<file path="config.mk">
export PLATFORM = sky130hd
export DESIGN_NAME = branch_resolve_unit
export DESIGN_NICKNAME = d
export VERILOG_FILES = /design/src/rtl/branch_pkg.sv /design/src/rtl/branch_compare.sv /design/src/rtl/branch_resolve_unit.sv
export SDC_FILE = /design/constraint.sdc
export NUM_CORES = 1
export LEC_CHECK = 0
export CAP_MARGIN = 20
export CELL_PAD_IN_SITES_DETAIL_PLACEMENT = 0
export CELL_PAD_IN_SITES_GLOBAL_PLACEMENT = 1
export CORE_ASPECT_RATIO = 0.6
export CORE_MARGIN = 2
export CORE_UTILIZATION = 23
export CTS_BUF_LIST = sky130_fd_sc_hd__clkbuf_16
export CTS_CLUSTER_DIAMETER = 100
export DETAILED_ROUTE_END_ITERATION = 10
export MAX_ROUTING_LAYER = met4
export PLACE_DENSITY_LB_ADDON = 0.08
export SLEW_MARGIN = 5
export SYNTH_ARGS = -nofsm -noshare
export SYNTH_HDL_FRONTEND = slang
export SYNTH_SLANG_ARGS = --single-unit
</file>
<file path="constraint.sdc">
create_clock -name clk -period 7.8 [get_ports clk]
set_input_delay 0.78 -clock clk [delete_from_list [all_inputs] [get_ports clk]]
set_output_delay 0.78 -clock clk [all_outputs]
set_load 0.05 [all_outputs]
</file>
<file path="src/rtl/branch_pkg.sv">
// Shared definitions for the branch resolve unit: branch-type encoding,
// 2-bit predictor counter states and default sizing.
package branch_pkg;

  localparam int DEF_XLEN        = 32;
  localparam int DEF_BHT_ENTRIES = 64;

  typedef enum logic [2:0] {
    BR_NONE0 = 3'b000,
    BR_BEQ   = 3'b001,
    BR_BNE   = 3'b010,
    BR_BLT   = 3'b011,
    BR_BGE   = 3'b100,
    BR_BGEU  = 3'b101,
    BR_NONE6 = 3'b110,
    BR_BLTU  = 3'b111
  } b_control_e;

  localparam logic [1:0] CNT_STRONG_NT = 2'b00;
  localparam logic [1:0] CNT_WEAK_NT   = 2'b01;
  localparam logic [1:0] CNT_WEAK_T    = 2'b10;
  localparam logic [1:0] CNT_STRONG_T  = 2'b11;

  // True for the six encodings that are real conditional branches.
  function automatic logic is_branch(input logic [2:0] code);
    return (code != BR_NONE0) && (code != BR_NONE6);
  endfunction

  // Saturating 2-bit counter step toward the resolved direction.
  function automatic logic [1:0] ctr_next(input logic [1:0] cur, input logic taken);
    if (taken) return (cur == CNT_STRONG_T) ? CNT_STRONG_T : cur + 2'd1;
    else       return (cur == CNT_STRONG_NT) ? CNT_STRONG_NT : cur - 2'd1;
  endfunction

endpackage

</file>
<file path="src/rtl/branch_compare.sv">
// Combinational branch condition evaluation for one resolving branch.
module branch_compare
  import branch_pkg::*;
#(
  parameter int XLEN = DEF_XLEN
) (
  input  logic [2:0]      b_control,
  input  logic [XLEN-1:0] r1,
  input  logic [XLEN-1:0] r2,
  output logic            taken
);

  // Evaluate the condition selected by the branch type; non-branches never take.
  always_comb begin
    taken = 1'b0;
    case (b_control_e'(b_control))
      BR_BEQ:  taken = (r1 == r2);
      BR_BNE:  taken = (r1 != r2);
      BR_BLT:  taken = ($signed(r1) <  $signed(r2));
      BR_BGE:  taken = ($signed(r1) >= $signed(r2));
      BR_BGEU: taken = (r1 >= r2);
      BR_BLTU: taken = (r1 <  r2);
      default: taken = 1'b0;
    endcase
  end

endmodule

</file>
<file path="src/rtl/branch_resolve_unit.sv">
// Branch resolve unit: resolves branches one cycle after request, trains a
// table of 2-bit counters used for fetch-time prediction, and keeps
// saturating branch / mispredict statistics.
module branch_resolve_unit
  import branch_pkg::*;
#(
  parameter int XLEN        = DEF_XLEN,
  parameter int BHT_ENTRIES = DEF_BHT_ENTRIES
) (
  input  logic            clk,
  input  logic            rst_n,
  input  logic [XLEN-1:0] f_pc,
  output logic            f_pred_taken,
  input  logic            r_valid,
  input  logic [2:0]      r_b_control,
  input  logic [XLEN-1:0] r_r1,
  input  logic [XLEN-1:0] r_r2,
  input  logic [XLEN-1:0] r_pc,
  input  logic            r_pred_taken,
  output logic            o_valid,
  output logic            o_taken,
  output logic            o_mispredict,
  output logic            o_flush,
  output logic [31:0]     o_branch_cnt,
  output logic [31:0]     o_mispred_cnt
);

  localparam int IDX_W = $clog2(BHT_ENTRIES);

  logic [1:0]       bht_q [BHT_ENTRIES];
  logic [IDX_W-1:0] f_idx;
  logic [IDX_W-1:0] r_idx;
  logic             cmp_taken;
  logic             is_br;
  logic             mispred_d;
  logic             valid_q, taken_q, mispred_q;
  logic [31:0]      branch_cnt_q, branch_cnt_d;
  logic [31:0]      mispred_cnt_q, mispred_cnt_d;
  logic             unused_pc_bits;

  // Word-aligned PCs: the two low bits never select a counter.
  assign f_idx = f_pc[IDX_W+1:2];
  assign r_idx = r_pc[IDX_W+1:2];
  assign unused_pc_bits = ^{f_pc[XLEN-1:IDX_W+2], f_pc[1:0], r_pc[XLEN-1:IDX_W+2], r_pc[1:0]};

  // Prediction reads the stored counter directly, so a same-cycle resolve
  // to that index is only visible from the following cycle.
  assign f_pred_taken = bht_q[f_idx][1];

  branch_compare #(.XLEN(XLEN)) u_cmp (
    .b_control (r_b_control),
    .r1        (r_r1),
    .r2        (r_r2),
    .taken     (cmp_taken)
  );

  assign is_br     = r_valid && is_branch(r_b_control);
  assign mispred_d = cmp_taken ^ r_pred_taken;

  assign branch_cnt_d  = (is_br && (branch_cnt_q != 32'hFFFF_FFFF)) ? branch_cnt_q + 32'd1
                                                                    : branch_cnt_q;
  assign mispred_cnt_d = (is_br && mispred_d && (mispred_cnt_q != 32'hFFFF_FFFF))
                         ? mispred_cnt_q + 32'd1 : mispred_cnt_q;

  // Counter table: every entry starts weakly not-taken; one entry trains per branch.
  always_ff @(posedge clk or negedge rst_n) begin
    if (!rst_n) begin
      for (int i = 0; i < BHT_ENTRIES; i++) bht_q[i] <= CNT_WEAK_NT;
    end else if (is_br) begin
      bht_q[r_idx] <= ctr_next(bht_q[r_idx], cmp_taken);
    end
  end

  // Result registers: direction flags are forced low for non-branches and idle cycles.
  always_ff @(posedge clk or negedge rst_n) begin
    if (!rst_n) begin
      valid_q   <= 1'b0;
      taken_q   <= 1'b0;
      mispred_q <= 1'b0;
    end else begin
      valid_q   <= r_valid;
      taken_q   <= is_br && cmp_taken;
      mispred_q <= is_br && mispred_d;
    end
  end

  // Saturating statistics.
  always_ff @(posedge clk or negedge rst_n) begin
    if (!rst_n) begin
      branch_cnt_q  <= 32'd0;
      mispred_cnt_q <= 32'd0;
    end else begin
      branch_cnt_q  <= branch_cnt_d;
      mispred_cnt_q <= mispred_cnt_d;
    end
  end

  assign o_valid       = valid_q;
  assign o_taken       = taken_q;
  assign o_mispredict  = mispred_q;
  assign o_flush       = mispred_q;
  assign o_branch_cnt  = branch_cnt_q;
  assign o_mispred_cnt = mispred_cnt_q;

endmodule

</file>
## Word-level counts from Yosys, hierarchy flattened

Cells that the tools add are included.

| storage, ports and cells | value |
|---|---|
| flip-flop bits (word level) | 195 |
| input bits | 135 |
| word-level logic and storage cells | 118 |

| cells by class | value |
|---|---|
| $add $sub $neg | 4 |
| $lt $le $gt $ge | 7 |
| eq/ne operators | 12 |
| multiplexer cells | 14 |
| bitwise logic cells | 3 |
| reductions and logical operators | 9 |

Operator list:

| operator | number |
|---|---|
| $bwmux 128 | 1 |
| $add 32x1->32 const B | 2 |
| $ge 32x32->1 | 2 |
| $lt 32x32->1 | 2 |
| $ne 32x32->1 const B | 2 |
| $eq 32x32->1 | 1 |
| $ne 32x32->1 | 1 |
| $bmux 2 s6 | 2 |
| $mux 2 | 9 |
| $ge 7x7->1 const B | 2 |
| $not 6->7 | 2 |
| $demux 2 s6 | 1 |
| $eq 3x3->1 const B | 3 |
| $logic_and 1x1->1 | 7 |
| $lt 7x1->1 const B | 1 |
| $eq 3x2->1 const B | 2 |
| $pmux 1 s6 | 1 |
| $eq 3x1->1 const B | 1 |
| $ne 3x3->1 const B | 1 |
| $reduce_bool 3->1 | 1 |
| $add 2x1->2 const B | 1 |
| $eq 2x2->1 const B | 1 |
| $logic_not 2->1 | 1 |
| $sub 2x1->2 const B | 1 |
| $xor 1x1->1 | 1 |

## Depth between registers and ports, before layout

| logic depth | value |
|---|---|
| depth after elaboration | 9 |
| depth in mapped cells | 12 |
| gate-level depth less buffers | 11 |

## Cells and area by module

A second synthesis with hierarchy kept.

| second synthesis, totals | value |
|---|---|
| cells, all modules | 1159 |
| area, all modules | 11179.5 um2 |

By module, submodules not included:

| module | instances | cells each | area an instance (um2) | sequential area each (um2) |
|---|---|---|---|---|
| branch_resolve_unit | 1 | 1031 | 10238.6 | 4959.8 |
| branch_compare | 1 | 128 | 940.9 | 0.0 |

## Worst setup path after synthesis

No wires, ideal clock.

| timing | value |
|---|---|
| kind | input port to output port |
| start | input port f_pc[2] |
| end | output port f_pred_taken |
| arrival | 3.350 ns |
| data required time | 7.020 ns |
| slack | 3.670 ns |
| cell stages on the path | 5 |
| buffers on the path | 2 |
| cells stage by stage | clkbuf_1 -> buf_1 -> mux4_2 -> mux4_2 -> mux4_2 |

| on the way | value |
|---|---|
| cells in the longest elaborated chain, start to end | 4 |

RTL lines:

| what | line | source |
|---|---|---|
| start: declaration | branch_resolve_unit.sv:12 | `input logic [XLEN-1:0] f_pc,` |
| $not 6->7 (not written as such) | branch_resolve_unit.sv:48 | `assign f_pred_taken = bht_q[f_idx][1];` |
| $bmux 2 s6 | branch_resolve_unit.sv:48 |  |
| $mux 2 (not written as such) (2 in a row) | branch_resolve_unit.sv:48 |  |
| end: declaration | branch_resolve_unit.sv:13 | `output logic f_pred_taken,` |

No other way between the ends. The select of a mux whose other input is x is not followed.

## Worst setup path in the final report

| timing | value |
|---|---|
| start | input port f_pc[3] |
| end | output port f_pred_taken |

Same word-level chain as after synthesis.

==> impl_metrics.py <==
metrics = {
    "status": {
        "status": "finished, final reports clean",
    },
    "clocking": {
        "cts_tree": "done",
        "postCtsHoldBufs": 0,
        "cts-resized-gates": 0,
        "clock-root-buffer": "clkbuf_16",
        "clk_path_buf_depth": 2,
        "clock-sinks": 195,
        "path_clk_slew_ns": 0.09,
        "cts_max_level": 4,
        "clk_latency_ns": 0.46,
        "cts_buffers": 17,
        "post-cts-setup-buffers": 0,
    },
    "global_route": {
        "grt_pass1_wl_mm": 53.3,
        "grt_usage_pct": 15.7,
        "antenna_found_initial": 2,
        "grt_max_degree": 81,
        "grt_pass1_vias": 7894,
        "grt-ovfl-total": 0,
    },
    "critical_path": {
        "reg2reg_slack_ns": 4.56,
        "endpoint_kind": "output pin",
        "critPathKind": "in2out",
        "critPathRequiredTime_ns": 7.02,
        "cp.arrival_ns": 4.21,
        "worstSetupStartpointType": "primary input",
        "rr_worst_depth": 9,
        "cp_max_fo": 16,
    },
    "final_layout": {
        "fill_cells": 4666,
        "area_growth_pct": 26.6,
        "drive_gt1_share_pct": 26.3,
        "fin_nets": 1223,
        "regArea_um2": 4960,
        "multi_input_area_um2": 5130,
    },
    "synth": {
        "ys_types": 53,
        "syn_nets": 1079,
        "ys_ff_latch": 195,
        "yosys_warnings": 0,
        "ys.flop_type": "dfrtp_1",
        "syn-instance-count": 910,
        "ys_seq_area_share_pct": 47.3,
        "avgSynthCellArea_um2": 11.5,
        "netlist_area_um2": 10500,
        "synth_edf_count": 0,
        "async_flop_share_pct": 100,
    },
    "placement": {
        "finalWeightedCongestion": 0.752,
        "io_buffers": 151,
        "hpwl_mm": 24.5,
        "dp_slack_ns": 2.78,
    },
    "detailed_routing": {
        "wl_mm": 35.0,
        "avgViaCountPerCell": 4.63,
        "ant_nets": 0,
        "drt-wirelength-per-cell_um": 21.1,
        "first_pass_iters": 5,
        "drt-initial-drc-count": 343,
        "drc_errors": 0,
        "vias": 7675,
    },
    "sta": {
        "timing.fmax_mhz": 200,
        "setup_ws_ns": 2.81,
        "tightest_slew_ns": 1.09,
        "rsz0062_at_grt": "no",
        "drv_slew": 0,
        "fin_worst_skew_ns": 0.0175,
        "setup-violations-final": 0,
        "period_share_pct": 64.0,
        "slew_headroom_pct": 26.9,
        "whs_ns": 0.310,
        "period_needed_ns": 4.99,
        "final_hold_viol_count": 0,
        "setup-tns-final_ns": 0,
    },
    "pwr": {
        "vdd_drop_max_mv": 0.143,
        "p_total_uw": 2600,
        "power_density_nw_per_um2": 196,
        "leakage_uw": 0.00560,
    },
    "floorplan": {
        "die_w_um": 280,
        "fp.dieH_um": 169,
        "rows": 60,
        "start_util_pct": 23.3,
        "dieArea_um2": 47300,
        "coreArea_um2": 44900,
        "ioPinCount": 204,
    },
    "run": {
        "drv_cap": 0,
    },
    "min_path": {
        "hold_class": "in2async",
    },
}
==> cells by family after synthesis <==
kind of cell,after synthesis,synth area share (%)
mux,153,18.7
simple gates,267,12.8
fa+ha+maj,36,4.28
xor+xnor,64,5.35
buf+inv,86,3.80
compound gates,109,7.78
flops,195,47.3
==> final cells by class <==
type | instances | area share [%]
diodes | 2 | 0.0377
clock inverters | 15 | 1.41
inverters | 39 | 1.10
well taps | 589 | 5.56
flip-flops and latches | 195 | 37.4
repair buffers | 172 | 12.6
multi-input cells | 629 | 38.7
clock buffers | 17 | 3.21
==> sequential cells by signal (all words and copies together) (netlist names) <==
signal	count
o_taken	1
bht_q	128
o_flush	1
o_mispred_cnt	32
o_valid	1
o_branch_cnt	32
==> per-layer routing <==
metal	track usage [%]	routed length (um)
met5	-	0
met2	20.5	13800
met1	24.5	19200
met3	2.92	1610
met4	2.81	280
==> worst max-delay path, cell delays in order <==
cell and delay (ns):
clkdlybuf4s50_1 1.19, mux4_2 0.47, mux4_2 0.54, mux4_2 0.50, clkdlybuf4s50_1 0.72
==> cell usage in the layout (no fill, tap or decap), types with 4 or more instances in the layout <==
master,netlist,routed
nand2_1,106,106
a21oi_1,13,13
ha_1,34,34
mux4_2,21,21
a22o_1,14,14
dfstp_2,64,64
mux2_2,130,130
nor3b_2,3,4
and2_1,11,11
clkinv_8,0,6
xnor2_1,50,50
a21o_1,6,6
nor3_1,14,14
nor3b_1,5,4
xor2_1,14,14
clkdlybuf4s50_1,0,150
dfrtp_1,131,131
o21ai_0,7,7
buf_4,5,21
inv_8,0,5
and4_1,5,5
clkbuf_16,0,17
inv_1,38,38
a221oi_1,10,10
nor2_1,27,27
a22oi_1,44,44
nand2b_1,4,4
nand3_1,32,32
and3_1,14,14
nand4_1,36,36
==> Yosys cell counts (all sizes together), types with 13 or more instances <==
cell type  number  area [um^2]
a21oi          13         65.1
a22o           14          123
a22oi          44          330
and3           14         87.6
buf            25          169
clkbuf         22         82.6
dfrtp         131         3280
dfstp          64         1680
ha             34          425
inv            39          146
mux2          130         1460
mux4           21          473
nand2         106          398
nand3          32          160
nand4          36          225
nor2           27          101
nor3           15         80.1
xnor2          50          438
xor2           14          123
==> final timing paths <==
check / start / to
max in group asynchronous: rst_n / o_branch_cnt[7]$_DFFE_PN0P_
setup reg to reg: o_mispred_cnt[9]$_DFFE_PN0P_ / o_mispred_cnt[27]$_DFFE_PN0P_
hold reg to reg: o_mispred_cnt[29]$_DFFE_PN0P_ / o_mispred_cnt[29]$_DFFE_PN0P_
hold / removal: rst_n / o_mispred_cnt[12]$_DFFE_PN0P_
setup / recovery: f_pc[3] / f_pred_taken
min in group clk: o_mispred_cnt[29]$_DFFE_PN0P_ / o_mispred_cnt[29]$_DFFE_PN0P_
==> per-stage QoR <==
stage               std cells  utilization [%]  area (um^2)
global route             1657             29.5        13300
global placement         1624             28.2        12600
finish                   1658             29.5        13300
detailed placement       1624             28.2        12600
floorplan                 910                -        10500
CTS                      1656             29.5        13300
==> report_power, final <==
group | total, uW | internal, uW | switching (uW)
Sequential | 1180 | 1110 | 67.2
Combinational | 494 | 193 | 301
Clock | 924 | 437 | 486
Power figures use the tool's default switching activity.
